`src/rtl/mips_pkg.sv`:
```
// mips_pkg: shared MIPS pipeline types, widths and address helpers.
package mips_pkg;
    localparam int WORD_W = 32;
    localparam int REG_W = 5;
    localparam logic [WORD_W-1:0] BASE_ADDR_DEF = 32'd1024;
    typedef enum logic [1:0] {IDLE, ACCESS, DONE} state_e;
    function automatic logic [WORD_W-1:0] phys_addr(input logic [WORD_W-1:0] a, input logic [WORD_W-1:0] base);
        return (a - base) & ~32'd3;
    endfunction
endpackage

```
`src/rtl/mem_timeout_cnt.sv`:
```
// mem_timeout_cnt: 8-bit access watchdog; hit flags the cycle whose stall reaches LIMIT.
module mem_timeout_cnt #(
    parameter logic [7:0] LIMIT = 8'd255
) (
    input  logic clk,
    input  logic rst,
    input  logic clr,
    input  logic en,
    output logic hit
);
    logic [7:0] cnt_q, cnt_d;
    always_comb cnt_d = clr ? 8'd0 : en ? cnt_q + 8'd1 : cnt_q;
    always_ff @(posedge clk or negedge rst) begin
        if (!rst) cnt_q <= '0;
        else      cnt_q <= cnt_d;
    end
    // count including this cycle's stall equals LIMIT
    assign hit = en && (cnt_q == LIMIT - 8'd1);
endmodule

```
`src/rtl/mem_stage.sv`:
```
// mem_stage: MIPS memory-access stage; one word access per memory op over a req/ready
// handshake, freezing upstream stages while outstanding.
import mips_pkg::*;
module mem_stage #(
    parameter logic [WORD_W-1:0] BASE_ADDR = BASE_ADDR_DEF,
    parameter int TIMEOUT = 255
) (
    input  logic              clk,
    input  logic              rst,
    input  logic              valid_in,
    input  logic              WB_en_in,
    input  logic              MEM_R_EN_in,
    input  logic              MEM_W_EN_in,
    input  logic [WORD_W-1:0] ALU_result_in,
    input  logic [WORD_W-1:0] Val_Rt_in,
    input  logic [REG_W-1:0]  Dest_in,
    input  logic [WORD_W-1:0] PC_in,
    output logic              valid_out,
    output logic              WB_en,
    output logic              MEM_R_EN,
    output logic [WORD_W-1:0] ALU_result,
    output logic [REG_W-1:0]  Dest,
    output logic [WORD_W-1:0] PC,
    output logic [WORD_W-1:0] Mem_read_value,
    output logic              freeze,
    output logic              mem_req,
    output logic              mem_we,
    output logic [WORD_W-1:0] mem_addr,
    output logic [WORD_W-1:0] mem_wdata,
    input  logic [WORD_W-1:0] mem_rdata,
    input  logic              mem_ready,
    output logic              mem_err
);
    state_e            state_q, state_d;
    logic              req_q, req_d, we_q, we_d, err_q, err_d;
    logic [WORD_W-1:0] addr_q, addr_d, wdata_q, wdata_d, rdata_q, rdata_d;
    logic              mem_op, start, in_acc, cnt_en, hit;

    assign mem_op = valid_in && (MEM_R_EN_in || MEM_W_EN_in);
    assign start  = (state_q == IDLE) && mem_op;
    assign in_acc = (state_q == ACCESS);
    assign cnt_en = in_acc && !mem_ready;

    mem_timeout_cnt #(.LIMIT(8'(TIMEOUT))) u_cnt (
        .clk(clk),
        .rst(rst),
        .clr(start),
        .en (cnt_en),
        .hit(hit)
    );

    always_comb begin
        state_d = start ? ACCESS
                : (in_acc && (mem_ready || hit)) ? DONE
                : (state_q == DONE) ? IDLE
                : state_q;
        req_d   = (state_d == ACCESS);
        we_d    = start ? MEM_W_EN_in : we_q;
        addr_d  = start ? phys_addr(ALU_result_in, BASE_ADDR) : addr_q;
        wdata_d = start ? Val_Rt_in : wdata_q;
        // a dual-enable op is a store whose read value must read back as zero
        rdata_d = ((start && MEM_R_EN_in && MEM_W_EN_in) || hit) ? '0
                : (in_acc && mem_ready && !we_q) ? mem_rdata
                : rdata_q;
        err_d   = err_q || hit;
    end

    always_ff @(posedge clk or negedge rst) begin
        if (!rst) begin
            state_q <= IDLE;
            req_q   <= 1'b0;
            we_q    <= 1'b0;
            addr_q  <= '0;
            wdata_q <= '0;
            rdata_q <= '0;
            err_q   <= 1'b0;
        end else begin
            state_q <= state_d;
            req_q   <= req_d;
            we_q    <= we_d;
            addr_q  <= addr_d;
            wdata_q <= wdata_d;
            rdata_q <= rdata_d;
            err_q   <= err_d;
        end
    end

    assign freeze         = start || in_acc;
    assign valid_out      = valid_in && !freeze;
    assign WB_en          = WB_en_in;
    assign MEM_R_EN       = MEM_R_EN_in;
    assign ALU_result     = ALU_result_in;
    assign Dest           = Dest_in;
    assign PC             = PC_in;
    assign Mem_read_value = rdata_q;
    assign mem_req        = req_q;
    assign mem_we         = we_q;
    assign mem_addr       = addr_q;
    assign mem_wdata      = wdata_q;
    assign mem_err        = err_q;
endmodule

```
`config.mk`:
```
export PLATFORM = sky130hd
export DESIGN_NAME = mem_stage
export DESIGN_NICKNAME = d
export VERILOG_FILES = /design/src/rtl/mips_pkg.sv /design/src/rtl/mem_timeout_cnt.sv /design/src/rtl/mem_stage.sv
export SDC_FILE = /design/constraint.sdc
export NUM_CORES = 1
export LEC_CHECK = 0
export ABC_AREA = 1
export CELL_PAD_IN_SITES_DETAIL_PLACEMENT = 1
export CELL_PAD_IN_SITES_GLOBAL_PLACEMENT = 2
export CORE_ASPECT_RATIO = 0.5
export CORE_MARGIN = 2
export CORE_UTILIZATION = 22
export CTS_CLUSTER_DIAMETER = 120
export CTS_CLUSTER_SIZE = 12
export DETAILED_ROUTE_END_ITERATION = 8
export PLACE_DENSITY = 0.87
export SLEW_MARGIN = 30
export SYNTH_ARGS = -nofsm -noshare
export SYNTH_HDL_FRONTEND = slang
export SYNTH_HIERARCHICAL = 1
export SYNTH_SLANG_ARGS = --single-unit
export TNS_END_PERCENT = 30
```
`constraint.sdc`:
```
create_clock -name clk -period 4.1 [get_ports clk]
set_input_delay 0.82 -clock clk [delete_from_list [all_inputs] [get_ports clk]]
set_output_delay 0.82 -clock clk [all_outputs]
set_load 0.03 [all_outputs]
```
* After elaboration in Yosys (flattened, before gate mapping) *
Cells that the tools add are included.

word-level totals
  flip-flop bits (word level) = 107
  input bits = 140
  output and inout bits = 172
  logic and storage cells = 42

operators by class
  add/subtract/negate cells = 2
  equality and inequality tests = 4
  multiplexer cells = 7
  reduce and logical (&&, ||, !) cells = 21

operators by type and width
  operator                number
  $mux 32                 2
  $sub 32x11->32 const B  1
  $mux 8                  2
  $logic_and 1x1->1       10
  $add 8x1->8 const B     1
  $eq 8x8->1 const B      1
  $mux 2                  3
  $logic_or 1x1->1        5
  $eq 2x1->1 const B      2
  $reduce_bool 2->1       2
  $logic_not 1->1         3
  $eq 2x2->1 const B      1
  $logic_not 2->1         1

* Longest topological paths before layout *
Gate-level depths: netlist (run 1).

  depth after elaboration = 8
  gate-level depth with buffers = 12
  mapped depth without buffers = 11

* Modules after synthesis *
The synthesis (run 1) kept the hierarchy.

by module, submodules not included
  module           times used  cells an instance  area each (um^2)  seq. area each (um^2)
  mem_stage        1           671                5,170.0           2,477.4
  mem_timeout_cnt  1           60                 465.4             200.2

* Least setup slack after synthesis (run 1) *
No wires, ideal clock.

  kind = input-to-output
  start = input port MEM_W_EN_in
  end = output port valid_out
  arrival = 1.743 ns
  required time = 3.280 ns
  slack = 1.537 ns
  cell stages on the path = 3
  buffers on the path = 0
  path through = o21ai_2 nand2_1 nor2_1

between the ends
  longest elaborated chain between the ends = 6

RTL lines
  element             line             text
  start: declaration  mem_stage.sv:13  input logic MEM_W_EN_in,
  $logic_or 1x1->1    mem_stage.sv:39  assign mem_op = valid_in && (MEM_R_EN_in || MEM_W_EN_in);
  $logic_and 1x1->1   mem_stage.sv:39
  $logic_and 1x1->1   mem_stage.sv:40  assign start = (state_q == IDLE) && mem_op;
  $logic_or 1x1->1    mem_stage.sv:88  assign freeze = start || in_acc;
  via freeze          mem_stage.sv:25  output logic freeze,
  $logic_not 1->1     mem_stage.sv:89  assign valid_out = valid_in && !freeze;
  $logic_and 1x1->1   mem_stage.sv:89
  end: declaration    mem_stage.sv:18  output logic valid_out,

The timed path passes the listed nets, and every way through them passes these cells.

* Worst setup path in the final report (run 1) *
  start = input port MEM_R_EN_in
  end = output port valid_out

between the ends
  longest elaborated chain between the ends = 6

RTL lines
  element             line             text
  start: declaration  mem_stage.sv:12  input logic MEM_R_EN_in,
  $logic_or 1x1->1    mem_stage.sv:39
  $logic_and 1x1->1   mem_stage.sv:39
  $logic_and 1x1->1   mem_stage.sv:40
  $logic_or 1x1->1    mem_stage.sv:88
  $logic_not 1->1     mem_stage.sv:89
  $logic_and 1x1->1   mem_stage.sv:89

No other way between the ends.

==> results.md, run 1 <==
- Number of primary I/O pins: 312
- Post-cts resize count: 0
- Period utilisation layout: 80.5%
- Mean post-synth cell area: approximately 7.7 sq um
- Congestion Overflow GR: 0
- Crit-path max FO: 3
- Worst endpoint data arrival time: 2.48 ns
- Via count of the routed design: 4921
- Number of cells produced by synthesis: 731
- Global-route wire length before repair: between 20 and 30 mm
- Height of the chip: between 100 and 150 um
- Residual DRC: 0
- CTS sink cnt: around 110
- Fraction of power spent switching nets: between 40% and 50%
- Buffer cell driving the clock tree root: sky130_fd_sc_hd__clkbuf_16
- Setup Crit Path Kind: input port to primary output
- Count of final max-slew check failures: 0
- RSZ-0062 raised after global routing: false
- Number of DRC violations after detailed-routing iteration 0: 141
- Worst clock skew: 0.00703 ns
- Startpoint types: input port
- Initial antenna violation count: 1
- Synth Area in Simple Gates: 26.5%
- Proportion of synthesized chip area in sequential cells: 47.5%
- Final weighted congestion of routability-driven global placement: 0.789
- Main combinational cell family by area after synthesis: simple AND/OR/NAND/NOR gates
- Leading area contributor after synthesis: sky130_fd_sc_hd__dfrtp_1
- Maximum number of pins on one net before global-route repair: 67
- Post-DP HPWL: 13.7 mm
- Slew at the pin with the worst max-slew slack: 0.795 ns
- Starting Density: 22.4%
- Area Growth Syn to Fin: 42.2%
- Cell row count: 41
- Detailed-route wire length per cell: 14.4 um
- Average vias per placed instance: approximately 4.0
- Share of power burned in combinational logic: 52.3%
- Setup total negative slack: 0 ns
- Type of the tightest min-delay check: input port to async pin
- DRT Pass-1 Iters: 4
- Bufs on Longest Clock Path: 2
- Fraction of the mapped netlist area in compound gates: under 10%
- Number of buffers added for setup after CTS: 0
- Share of async-settable or async-resettable flops after synthesis: between 90% and 100%
- Post-synth EDFFs: 0
- Cell area after synthesis: ~5600 sq um
- Maximum resistive drop on vdd: 185 uV
- Non-Filler Cell Area, Final: around 8000 sq um
- Hold Vio Cnt, Final: 0
- Maximum clock frequency: 0.303 GHz
- Fraction of layout cells with a size suffix above 1: 4.62%
- Width of the die: 230 um
- Register clock-pin slew on the reported worst setup and hold paths: 0.07 ns
- Most used DFF post-synth: sky130_fd_sc_hd__dfrtp_1
- Cell types occupying the most area after synthesis: sky130_fd_sc_hd__dfrtp_1 48%, sky130_fd_sc_hd__nand2_1 16%, sky130_fd_sc_hd__buf_4 11%
- Post-Synth XOR/XNOR Area: 1.09%
- TritonCTS clock tree: built
- Synthesized flop and latch total: 107
- Most used standard cell by instance count after synthesis: sky130_fd_sc_hd__nand2_1
- Setup violators final: 0
- Worst skew pair latency: 0.37 ns
- Internal: 3.09 mW
- Share of total power in the clock network: 16.1%
- Final layout net count: ~1000
- Number of global-route vias before repair: 5251
- Synth cell types: 30
- Dpl cell area: 7710 sq um
- Final routed wirelength across all metal layers: 17.8 mm
- Leakage: 3.81 nW
- H-tree level count: 3
- Layout fillers: 3015
- Total of hold buffers inserted after clock tree synthesis: 0
- List of most frequent post-synthesis cells: 241 x sky130_fd_sc_hd__nand2_1, 107 x sky130_fd_sc_hd__dfrtp_1, 95 x sky130_fd_sc_hd__inv_1
- Status: finished, final reports clean
- Final worst path period need: 3.30 ns
- IO buf count: ~230
- Number of warnings issued by yosys: 6
- Max-cap violations: 0
- Number of buffers created by CTS: 9
- Area of the core region: 25200 sq um
- Sequential Power Share: 31.5%
- CP Capture Type: primary output
- Tightest slew margin relative to the limit: between 40% and 50%
- PD cells: slightly below 700 nW/um^2
- Synth Area in Adders: 0.666%
- Multiplexer share of the synthesized area: 0%
- Total GRT Usage: 13.3%
- Area of the die: between 20000 and 30000 sq um
- Final antenna-violating net count: 0
- Required time of the critical path: 3.28 ns
- Synth top area share: 47.5%
- NetSw: 2.48 mW
through the flow:
step | cells | setup WS [ns] | util, % | hold slack (ns) | power [mW]
6_report | 1232 | 0.801 | 31.8 | 0.445 | 5.58
4_1_cts | 1231 | 0.765 | 31.8 | 0.478 | 5.69
3_3_place_gp | 1215 | 0.776 | 30.6 | 0.454 | 4.66
3_5_place_dp | 1215 | 0.774 | 30.6 | 0.451 | 4.74
5_1_grt | 1232 | 0.704 | 31.8 | 0.481 | 5.96
2_1_floorplan | 732 | 1.54 | - | 0.494 | 3.51
area by class of cell:
type / instances / area, sq um / share of cell area, %
repair buffers: 235 / 2340 / 29.2
well taps: 344 / 430 / 5.37
clock buffers: 11 / 253 / 3.15
clock inverters: 5 / 42.5 / 0.531
flip-flops and latches: 107 / 2680 / 33.4
inverters: 98 / 368 / 4.59
multi-input cells: 431 / 1900 / 23.7
diodes: 1 / 2.50 / 0.0312
metal layers:
metal,part of all wire (%),global-route usage [%],vias to the layer above
li1,-,-,2422
met2,54,25.0,77
met5,0,0,-
met4,3.6,6.41,0
met3,3.0,3.03,30
met1,40,14.4,2392
sequential cells by signal, summed over array words and instances (netlist names):
name and cells:
mem_wdata 32, mem_err 1, mem_req 1, mem_addr 30, state_q 2, u_cnt/cnt_q 8, mem_we 1, Mem_read_value 32
power groups by stage:
stage | Sequential (mW) | Combinational, mW | Clock [mW]
6_report | 1.76 | 2.92 | 0.900
5_1_grt | 1.83 | 3.15 | 0.984
4_1_cts | 1.77 | 2.97 | 0.954
3_5_place_dp | 1.79 | 2.96 | 0
3_3_place_gp | 1.76 | 2.90 | 0
2_1_floorplan | 2.59 | 0.923 | 0
final timing paths:
path | from | to | slack [ns] | cells past startpoint
setup / recovery | MEM_R_EN_in | valid_out | 0.80 | 5
hold / removal | rst | mem_addr[16] | 0.45 | 1
setup reg to reg | state_q[0] | Mem_read_value[6] | 1.74 | 8
hold reg to reg | mem_wdata[26] | mem_wdata[26] | 0.47 | 2
max in group asynchronous | rst | Mem_read_value[2] | 2.87 | 2
min in group clk | mem_wdata[26] | mem_wdata[26] | 0.47 | 2
placed cells by master (no fill, tap or decap), types with 2 or more instances in the layout:
cell                                n
sky130_fd_sc_hd__nand2_1          241
sky130_fd_sc_hd__clkdlybuf4s50_1  228
sky130_fd_sc_hd__dfrtp_1          107
sky130_fd_sc_hd__inv_1             95
sky130_fd_sc_hd__nor2_1            75
sky130_fd_sc_hd__nand3_1           28
sky130_fd_sc_hd__o21ai_1           25
sky130_fd_sc_hd__o21ai_0           19
sky130_fd_sc_hd__clkbuf_16          9
sky130_fd_sc_hd__buf_4              6
sky130_fd_sc_hd__nor2_4             5
sky130_fd_sc_hd__a21oi_1            5
sky130_fd_sc_hd__nand4_1            5
sky130_fd_sc_hd__xnor2_1            4
sky130_fd_sc_hd__inv_2              3
sky130_fd_sc_hd__nor2_2             3
sky130_fd_sc_hd__a21o_1             3
sky130_fd_sc_hd__xor2_1             3
sky130_fd_sc_hd__ha_1               3
sky130_fd_sc_hd__nand2_2            2
sky130_fd_sc_hd__conb_1             2
sky130_fd_sc_hd__inv_6              2
sky130_fd_sc_hd__clkbuf_8           2
cells by family (layout without fill, tap and decap cells):
group           after synthesis  in the layout
other cells                   1              3
xor+xnor                      7              7
buf+inv                     194            349
simple gates                364            364
fa+ha+maj                     3              3
flops                       107            107
compound gates               55             55
critical path, stage by stage:
cell and delay, ns:
sky130_fd_sc_hd__clkdlybuf4s50_1 0.53, sky130_fd_sc_hd__o21ai_2 0.26, sky130_fd_sc_hd__nand2_1 0.10, sky130_fd_sc_hd__nor2_1 0.09
sky130_fd_sc_hd__clkdlybuf4s50_1 0.68
Power figures use the tool's default switching activity.
==> inputs of run 2 (changes only) <==
- CORE_UTILIZATION: 22 -> 18
- PLACE_DENSITY: 0.87 -> 0.76
- clock period: 4.1 -> 2.9 ns (I/O delays scaled with it)
==> run 2 against run 1 <==
Compared with the run above:
- critical path depth unchanged
- die area increased by 22%
- clock skew is 0.0029 ns higher
- combinational power grew 42%
- critical path type unchanged
- largest power group unchanged
- highest routed layer unchanged
==> results.md, run 2 (synthesis gave the netlist of run 1 again) <==
- Status: finished, final reports clean
- Final standard cell count with taps included and fillers excluded: 1317
- Share of power burned in combinational logic: 52.0%
- Endpoint of the most critical setup path: valid_out
- Register clock-pin slew on the reported worst setup and hold paths: 0.08 ns
- Required time of the critical path: 2.32 ns
- Worst endpoint data arrival time: 2.17 ns
- IO buf count: 229
- Period utilisation layout: 94.9%
- Final worst-path setup slack: approximately 0.15 ns
- Detailed-route wire length per cell: 14.6 um
- Final routed wirelength across all metal layers: just under 20 mm
- Height of the chip: 129 um
- Max-cap violations: 0
- Final core occ: 26.8%
- Startpoint types: input port
- Area of the core region: 30600 sq um
- Area Growth Syn to Fin: 45.2%
- Setup Crit Path Kind: input port to primary output
- NetSw: 3.56 mW
- Maximum clock frequency: 0.363 GHz
- CTS sink cnt: 107
- Worst skew pair latency: 0.38 ns
- Maximum number of pins on one net before global-route repair: 65
- Share of total power in the clock network: 16.8%
- Buffer cell driving the clock tree root: sky130_fd_sc_hd__clkbuf_16
- RSZ-0062 raised after global routing: false
- Register-to-register path setup slack: 0.89 ns
- Number of global-route vias before repair: 5277
- Count of final max-slew check failures: 0
- Setup violators final: 0
- Crit-path max FO: 3
- Total GRT Usage: 12.0%
- Capturing point of the worst reg2reg path: Mem_read_value[2]
- Average vias per placed instance: 3.76
- Initial antenna violation count: 1
- Post-cts resize count: 0
- Maximum resistive drop on vdd: 369 uV
- Tightest slew margin relative to the limit: 51.3%
- Hold Slack: ~0.24 ns
- Sequential Power Share: 31.2%
- Post-DP HPWL: ~15 mm
- Congestion Overflow GR: 0
- Layout fillers: between 3000 and 4000
- DRT Pass-1 Iters: 4
- Bufs on Longest Clock Path: 2
- Number of buffers created by CTS: 9
- PD cells: 976 nW/um^2
- Via count of the routed design: 4950
- CP Capture Type: primary output
- Leading cell type in the layout, fill and taps excluded: sky130_fd_sc_hd__nand2_1
- Fraction of layout cells with a size suffix above 1: 5.37%
- # diodes: 0
- Residual DRC: 0
- Global-route wire length before repair: 29.9 mm
- TritonCTS clock tree: built
- Hold Vio Cnt, Final: 0
- Worst clock skew: 0.00995 ns
- Type of the tightest min-delay check: input port to async pin
- Worst flop-to-flop path startpoint: state_q[0]
- Number of placed instances with taps included: around 1300
- Area of the die: 32800 sq um
- Total of hold buffers inserted after clock tree synthesis: 0
- Number of buffers added for setup after CTS: 0
- Number of primary I/O pins: 312
- Final antenna-violating net count: 0
- Setup total negative slack: 0 ns
- Final worst path period need: 2.75 ns
- Fraction of power spent switching nets: between 40% and 50%
- Starting Density: 18.4%
- Final layout net count: 1032
- Final weighted congestion of routability-driven global placement: between 0.8 and 0.9
- Width of the die: 254 um
- R2r worst-path depth: 9
- Internal: 4.43 mW
- Number of DRC violations after detailed-routing iteration 0: just over 300
- Cell row count: 45
- Leakage: around 3.9 nW
- Slew at the pin with the worst max-slew slack: 0.730 ns
- Worst slack at placement: 0.108 ns
- Startpoint of the worst setup timing path: MEM_R_EN_in
- Leading cell types in the layout, fill and taps excluded: 241 x sky130_fd_sc_hd__nand2_1, 228 x sky130_fd_sc_hd__clkdlybuf4s50_1, 107 x sky130_fd_sc_hd__dfrtp_1
- H-tree level count: 3
[run 2: cell count changes in the layout (fill, tap and decap cells not counted)]
cell,previous run,this run
sky130_fd_sc_hd__clkbuf_8,2,0
sky130_fd_sc_hd__buf_6,1,0
sky130_fd_sc_hd__inv_6,2,3
sky130_fd_sc_hd__buf_4,6,13
sky130_fd_sc_hd__buf_12,0,1
sky130_fd_sc_hd__clkinvlp_4,0,1
sky130_fd_sc_hd__diode_2,1,0
sky130_fd_sc_hd__bufinv_16,0,1
sky130_fd_sc_hd__clkinv_4,1,0
[run 2: worst max-delay path, cell delays in order]
cell and delay, ns:
sky130_fd_sc_hd__clkdlybuf4s50_1 0.53, sky130_fd_sc_hd__o21ai_2 0.19, sky130_fd_sc_hd__nand2_1 0.09, sky130_fd_sc_hd__nor2_1 0.10, sky130_fd_sc_hd__clkdlybuf4s50_1 0.69
[run 2: power groups by stage]
stage                     Clock [mW]  Combinational (mW)  Sequential [mW]
final                           1.34                4.15             2.49
after floorplan                    0                1.30             3.66
after detailed placement           0                4.22             2.53
after CTS                       1.41                4.24             2.50
after global routing            1.48                4.50             2.58
after global placement             0                4.15             2.50
[run 2: per-stage QoR]
| stage | cell area [sq um] | total power [mW] |
|---|---|---|
| global placement | 7880 | 6.65 |
| finish | 8180 | 7.98 |
| global route | 8180 | 8.56 |
| floorplan | 5640 | 4.96 |
| CTS | 8180 | 8.16 |
| detailed placement | 7880 | 6.75 |
[run 2: cell type report]
cell class              count  area, sq um  share of cell area [%]
flip-flops and latches    107         2680                    32.7
repair buffers            242         2400                    29.3
multi-input cells         431         1900                    23.2
well taps                 423          529                    6.47
inverters                  98          368                    4.50
clock buffers               9          225                    2.75
clock inverters             7         80.1                   0.979
[run 2: worst min path at each step]
stage / cells after the start / end / from / slack (ns)
5_1_grt: 1 / mem_wdata[0] / rst / 0.28
2_1_floorplan: 0 / Mem_read_value[0] / rst / 0.28
4_1_cts: 1 / mem_wdata[7] / rst / 0.27
3_5_place_dp: 2 / mem_wdata[26] / mem_wdata[26] / 0.46
3_3_place_gp: 2 / mem_wdata[20] / mem_wdata[20] / 0.45
6_report: 1 / mem_wdata[1] / rst / 0.24
[run 2: per-layer routing]
metal,up-vias,global-route usage (%),part of all wire [%]
met2,76,21.9,53
met3,27,3.56,3.8
met5,-,0,0
met4,0,3.74,2.3
li1,2432,-,-
met1,2415,13.6,40
